--- config.mk ---
export PLATFORM = sky130hd
export DESIGN_NAME = instr_exec_ctrl
export DESIGN_NICKNAME = d
export VERILOG_FILES = /design/src/rtl/exec_pkg.sv /design/src/rtl/exec_alu.sv /design/src/rtl/instr_exec_ctrl.sv
export SDC_FILE = /design/constraint.sdc
export NUM_CORES = 1
export LEC_CHECK = 0
export ABC_CLOCK_PERIOD_IN_PS = 3800
export CORE_MARGIN = 4
export CORE_UTILIZATION = 50
export DETAILED_ROUTE_END_ITERATION = 7
export HOLD_SLACK_MARGIN = 0.06
export PLACE_DENSITY = 0.79
export SLEW_MARGIN = 20
export SYNTH_ARGS = -nofsm -noshare
export SYNTH_HDL_FRONTEND = slang
export SYNTH_HIERARCHICAL = 1
export SYNTH_SLANG_ARGS = --single-unit
--- constraint.sdc ---
create_clock -name clk -period 3.8 [get_ports clk]
set_input_delay 0.76 -clock clk [delete_from_list [all_inputs] [get_ports clk]]
set_output_delay 0.76 -clock clk [all_outputs]
set_load 0.1 [all_outputs]
--- src/rtl/exec_pkg.sv ---
// Shared definitions for the instruction execution controller: opcodes, field widths, FSM states.
// Optional feature macro: EXEC_MUL_EN (opcode D becomes a legal multiply).
package exec_pkg;

  localparam int DATA_W = 8;
  localparam int OP_W   = 4;
  localparam int REG_W  = 2;

  localparam logic [OP_W-1:0] OP_NOP = 4'h0;
  localparam logic [OP_W-1:0] OP_MOV = 4'h1;
  localparam logic [OP_W-1:0] OP_ADD = 4'h2;
  localparam logic [OP_W-1:0] OP_SUB = 4'h3;
  localparam logic [OP_W-1:0] OP_AND = 4'h4;
  localparam logic [OP_W-1:0] OP_OR  = 4'h5;
  localparam logic [OP_W-1:0] OP_XOR = 4'h6;
  localparam logic [OP_W-1:0] OP_NOT = 4'h7;
  localparam logic [OP_W-1:0] OP_SHL = 4'h8;
  localparam logic [OP_W-1:0] OP_SHR = 4'h9;
  localparam logic [OP_W-1:0] OP_INC = 4'hA;
  localparam logic [OP_W-1:0] OP_DEC = 4'hB;
  localparam logic [OP_W-1:0] OP_CMP = 4'hC;
  localparam logic [OP_W-1:0] OP_MUL = 4'hD;

  typedef enum logic [1:0] {
    ST_IDLE,
    ST_DECODE,
    ST_EXEC,
    ST_WB
  } state_t;

  typedef struct packed {
    logic [OP_W-1:0]  op;
    logic [REG_W-1:0] rd;
    logic [REG_W-1:0] rs;
  } instr_t;

  // Opcodes above the last defined one retire as illegal.
  function automatic logic op_defined(input logic [OP_W-1:0] op);
`ifdef EXEC_MUL_EN
    return (op <= OP_MUL);
`else
    return (op <= OP_CMP);
`endif
  endfunction

  function automatic logic op_writes(input logic [OP_W-1:0] op);
    return op_defined(op) && (op != OP_NOP) && (op != OP_CMP);
  endfunction

  function automatic logic op_sets_flags(input logic [OP_W-1:0] op);
    return op_defined(op) && (op != OP_NOP);
  endfunction

endpackage

--- src/rtl/exec_alu.sv ---
// Combinational ALU: all arithmetic, logic and shift operations plus zero/carry flags.
// Opcode D multiplies only when EXEC_MUL_EN is defined.
module exec_alu
  import exec_pkg::*;
#(
  parameter int DW = DATA_W
) (
  input  logic [OP_W-1:0] op,
  input  logic [DW-1:0]   a,
  input  logic [DW-1:0]   b,
  output logic [DW-1:0]   result,
  output logic            z,
  output logic            c
);

  // Bit DW of the widened result carries the carry, borrow or shifted-out bit.
  logic [DW:0] wide;
`ifdef EXEC_MUL_EN
  logic [2*DW-1:0] prod;
  assign prod = {{DW{1'b0}}, a} * {{DW{1'b0}}, b};
`endif

  always_comb begin
    wide = '0;
    case (op)
      OP_MOV:         wide = {1'b0, b};
      OP_ADD:         wide = {1'b0, a} + {1'b0, b};
      OP_SUB, OP_CMP: wide = {1'b0, a} - {1'b0, b};
      OP_AND:         wide = {1'b0, a & b};
      OP_OR:          wide = {1'b0, a | b};
      OP_XOR:         wide = {1'b0, a ^ b};
      OP_NOT:         wide = {1'b0, ~b};
      OP_SHL:         wide = {a, 1'b0};
      OP_SHR:         wide = {a[0], 1'b0, a[DW-1:1]};
      OP_INC:         wide = {1'b0, a} + {{DW{1'b0}}, 1'b1};
      OP_DEC:         wide = {1'b0, a} - {{DW{1'b0}}, 1'b1};
`ifdef EXEC_MUL_EN
      OP_MUL:         wide = {1'b0, prod[DW-1:0]};
`endif
      default:        wide = '0;
    endcase
  end

  assign result = wide[DW-1:0];
  assign c      = wide[DW];
  assign z      = (wide[DW-1:0] == '0);

endmodule

--- src/rtl/instr_exec_ctrl.sv ---
// Four-state instruction execution controller: accept, read operands, execute, write back.
// Build option: define EXEC_MUL_EN to make opcode D a legal multiply.
module instr_exec_ctrl
  import exec_pkg::*;
#(
  parameter int DW = DATA_W
) (
  input  logic          clk,
  input  logic          rst_n,
  input  logic [7:0]    instr,
  input  logic          instr_valid,
  output logic          instr_ready,
  input  logic [DW-1:0] R0,
  input  logic [DW-1:0] R1,
  input  logic [DW-1:0] R2,
  input  logic [DW-1:0] R3,
  output logic [DW-1:0] res_alu,
  output logic [1:0]    res_dest,
  output logic          enact,
  output logic          flag_z,
  output logic          flag_c,
  output logic          done,
  output logic          illegal
);

  state_t          state;
  instr_t          instr_reg;
  logic [DW-1:0]   a_reg;
  logic [DW-1:0]   b_reg;
  logic [DW-1:0]   rd_val;
  logic [DW-1:0]   rs_val;
  logic [DW-1:0]   alu_result;
  logic            alu_z;
  logic            alu_c;
  logic            op_wr;
  logic            op_flags;
  logic            op_def;

  always_comb begin
    rd_val = R0;
    case (instr_reg.rd)
      2'd0:    rd_val = R0;
      2'd1:    rd_val = R1;
      2'd2:    rd_val = R2;
      default: rd_val = R3;
    endcase
  end

  always_comb begin
    rs_val = R0;
    case (instr_reg.rs)
      2'd0:    rs_val = R0;
      2'd1:    rs_val = R1;
      2'd2:    rs_val = R2;
      default: rs_val = R3;
    endcase
  end

  assign op_wr    = op_writes(instr_reg.op);
  assign op_flags = op_sets_flags(instr_reg.op);
  assign op_def   = op_defined(instr_reg.op);

  exec_alu #(.DW(DW)) u_alu (
    .op     (instr_reg.op),
    .a      (a_reg),
    .b      (b_reg),
    .result (alu_result),
    .z      (alu_z),
    .c      (alu_c)
  );

  always_ff @(posedge clk or negedge rst_n) begin
    if (!rst_n) begin
      state       <= ST_IDLE;
      instr_reg   <= '0;
      a_reg       <= '0;
      b_reg       <= '0;
      instr_ready <= 1'b1;
      res_alu     <= '0;
      res_dest    <= '0;
      enact       <= 1'b1;
      flag_z      <= 1'b0;
      flag_c      <= 1'b0;
      done        <= 1'b0;
      illegal     <= 1'b0;
    end else begin
      done    <= 1'b0;
      illegal <= 1'b0;
      enact   <= 1'b1;
      case (state)
        ST_IDLE: begin
          if (instr_valid && instr_ready) begin
            instr_reg   <= instr;
            instr_ready <= 1'b0;
            state       <= ST_DECODE;
          end
        end
        ST_DECODE: begin
          a_reg <= rd_val;
          b_reg <= rs_val;
          state <= ST_EXEC;
        end
        ST_EXEC: begin
          // Outputs are registered here so they are already valid throughout WB.
          if (op_wr) begin
            res_alu  <= alu_result;
            res_dest <= instr_reg.rd;
            enact    <= 1'b0;
          end
          if (op_flags) begin
            flag_z <= alu_z;
            flag_c <= alu_c;
          end
          done    <= 1'b1;
          illegal <= !op_def;
          state   <= ST_WB;
        end
        ST_WB: begin
          instr_ready <= 1'b1;
          state       <= ST_IDLE;
        end
        default: begin
          instr_ready <= 1'b1;
          state       <= ST_IDLE;
        end
      endcase
    end
  end

endmodule
==> impl_results.md <==
* Cell variety after synth at about 70
* HP Start: flag_z
* Min-Delay Path Class: reg2reg
* Crit path DAT at 3770 ps
* Commonest non-fill, non-tap cells in the layout: 57 x clkdlybuf4s50_1, 40 x dfrtp_1, 31 x mux2_2
* Register area at roughly 1100 um^2
* Layout Skew at between 7 and 8 ps
* Synth Cell Area at ~3800 um^2
* Initial Utilization at 0.520
* Critical path startpoint category: flip-flop
* DRT antenna net count at 0
* CP max stage delay at approximately 540 ps
* Critical path, cell by cell: inv_1 -> ha_1 -> or4b_4 -> nor2_1 -> nor2_1 -> a21oi_1 -> o221ai_1 -> a221o_1 -> ha_1 -> inv_1 -> a2111oi_1 -> or3_1 -> nor4b_2 -> mux2_2
* Routed vias/inst at between 6 and 7
* Area growth syn-to-layout at 20.0%
* Filler cell count in the final layout at 617
* Cell row count at 31
* Share of cells above drive strength 1 at 0.215
* CTS tree: yes
* Register area share after synthesis at 0.275
* CP Class: reg2reg
* Top FF cell, synth: dfrtp_1
* Final Hold Vio Count at 0
* Die Wd at roughly 96 um
* Via count at ~3300
* Part of the cycle the worst path needs at 0.930
* Overflow after GRT at 0
* Largest net degree at the start of global routing at 43
* CP top delay family: simple AND/OR/NAND/NOR gates
* Post-route setup TNS at 0 ps
* Post-synth EDFFs at 0
* Max-cap violation count at 0
* Vias in the first global route at roughly 3200
* F_max at 283 MHz
* CTS Buf Count at 5
* Yosys reg bits at between 40 and 50
* Minimum clock period at between 3000 and 4000 ps
* Synth Net Count at between 400 and 500
* Reg2reg start: b_reg[0]
* Count of warnings emitted by yosys at 6
* CP startpoint: b_reg[0]
* H-tree depth at 2
* Unrepaired setup endpoints after global routing: false
* Actual slew at the worst max-slew pin at about 1000 ps
* Status: completed
* Most common cell after layout, fill and taps aside: clkdlybuf4s50_1
* DR DRC count at 0
* Worst Setup End Kind: flip-flop
* Wirelength, routed at between 10 and 15 mm
* Crit path buf inv count at 2
* Final #Nets at ~500
* Slowest cell on crit path: or4b_4
* Router iterations before antenna repair at 7
* Mapped Cells at approximately 380
* HPWL after DPL at ~7.7 mm
* DRT iter0 DRCs at slightly above 300
* PortBufs at 58
* Clock-pin slew on the worst setup and hold paths at around 90 ps
* CTS Buffer Depth at 2
* Routed WL per cell at 18.8 um
* GR Util All Layers at 0.228
* Gpl congestion at a little under 1
* Die H at 95.6 um
* Crit Path Max Fanout at 6
* I/O Pins at 59
* Critical Path RT at ~4000 ps
* Global-route wire length before repair at 16.2 mm
* Die area at 9130 um^2
* Ant. Diodes at 0
* Initial antenna violation count at 0
* Hold_buf cts at 0
* Clk root buf: clkbuf_8
* Core area at about 7400 um^2
* Worst-Skew Late Latency at ~300 ps
* Clock sink total at 42
* Syn_area_per_cell at approximately 10 um^2
* Area of the multi-input gates at between 2000 and 3000 um^2
* Final setup vio count at 0
* Max-slew headroom at 0.343
* FFs w/ async S/R, synth at 1.00
* Final Max Tran Viols at 0
-- final cells by class --
class,count,area share
Clock buffer,6,0.0158
Clock inverter,2,0.00299
Inverter,30,0.0245
Multi-Input combinational cell,287,0.556
Sequential cell,42,0.229
Tap cell,99,0.0269
Timing Repair Buffer,70,0.145
-- what timing repair did --
item,in CTS,in global routing
resized for setup,0,4
endpoints found under the hold margin,0,0
setup buffers,0,0
setup endpoints to repair,0,3
-- cells in the mapped netlist, drive strengths merged (2+ instances only) --
library cell / n / share of area
nor2b: 5 / 0.0082
o22ai: 6 / 0.0098
xor2: 4 / 0.0091
nand3: 7 / 0.0091
a22o: 4 / 0.0091
mux4: 16 / 0.094
o211ai: 8 / 0.016
nor3: 5 / 0.0065
a21boi: 2 / 0.0039
a31oi: 7 / 0.011
a21o: 3 / 0.0059
nand2: 18 / 0.018
nor2: 23 / 0.023
a221oi: 2 / 0.0046
nand2b: 6 / 0.0098
a2111oi: 3 / 0.0069
o21a: 2 / 0.0039
dfstp: 2 / 0.014
inv: 29 / 0.028
mux2i: 6 / 0.016
dfrtp: 40 / 0.26
o32ai: 2 / 0.0046
o221ai: 7 / 0.018
o2111ai: 6 / 0.014
or2: 4 / 0.0065
ha: 30 / 0.098
a22oi: 3 / 0.0059
or3: 2 / 0.0033
nand3b: 7 / 0.015
a21oi: 15 / 0.021
o21ai: 19 / 0.025
mux2: 40 / 0.13
clkbuf: 6 / 0.0059
buf: 18 / 0.025
-- routing by layer --
layer / track usage / share of wire / up-vias
li1: - / - / 1558
met2: 0.374 / 0.47 / 153
met1: 0.309 / 0.43 / 1611
met5: 0 / 0 / -
met3: 0.0418 / 0.075 / 20
met4: 0.0652 / 0.023 / 0
-- final timing paths --
path                       slack, ps            to  cells after the start
setup / recovery                 270        flag_z                     14
min in group asynchronous        590  instr_reg[2]                      1
hold reg to reg                  520        flag_z                      1
hold / removal                   520        flag_z                      1
setup reg to reg                 270        flag_z                     14
max in group asynchronous       2650    res_alu[0]                      1
-- cells by family after synthesis --
| family | count (synthesis) | synth area share |
|---|---|---|
| xor gates and xnor gates | 5 | 0.0114 |
| muxes | 62 | 0.236 |
| AOI/OAI and AO/OA | 102 | 0.191 |
| adders and majority gates | 31 | 0.103 |
| buffers and inverters | 54 | 0.0607 |
| and+or+nand+nor | 87 | 0.123 |
| DFF | 42 | 0.275 |
-- per-stage QoR --
| stage | area [um^2] | hold WS (ps) | cells | worst slack [ps] | util |
|---|---|---|---|---|---|
| after global routing | 4600 | 537 | 536 | 32.9 | 0.624 |
| after global placement | 4500 | 499 | 528 | 357 | 0.611 |
| after floorplan | 3830 | 464 | 383 | 516 | - |
| after CTS | 4590 | 519 | 536 | 198 | 0.623 |
| final | 4600 | 516 | 536 | 267 | 0.624 |
| after detailed placement | 4500 | 499 | 528 | 247 | 0.611 |
Power is not shown: default switching activity piles up to over one toggle a cycle in this logic, so the estimate is an artifact.
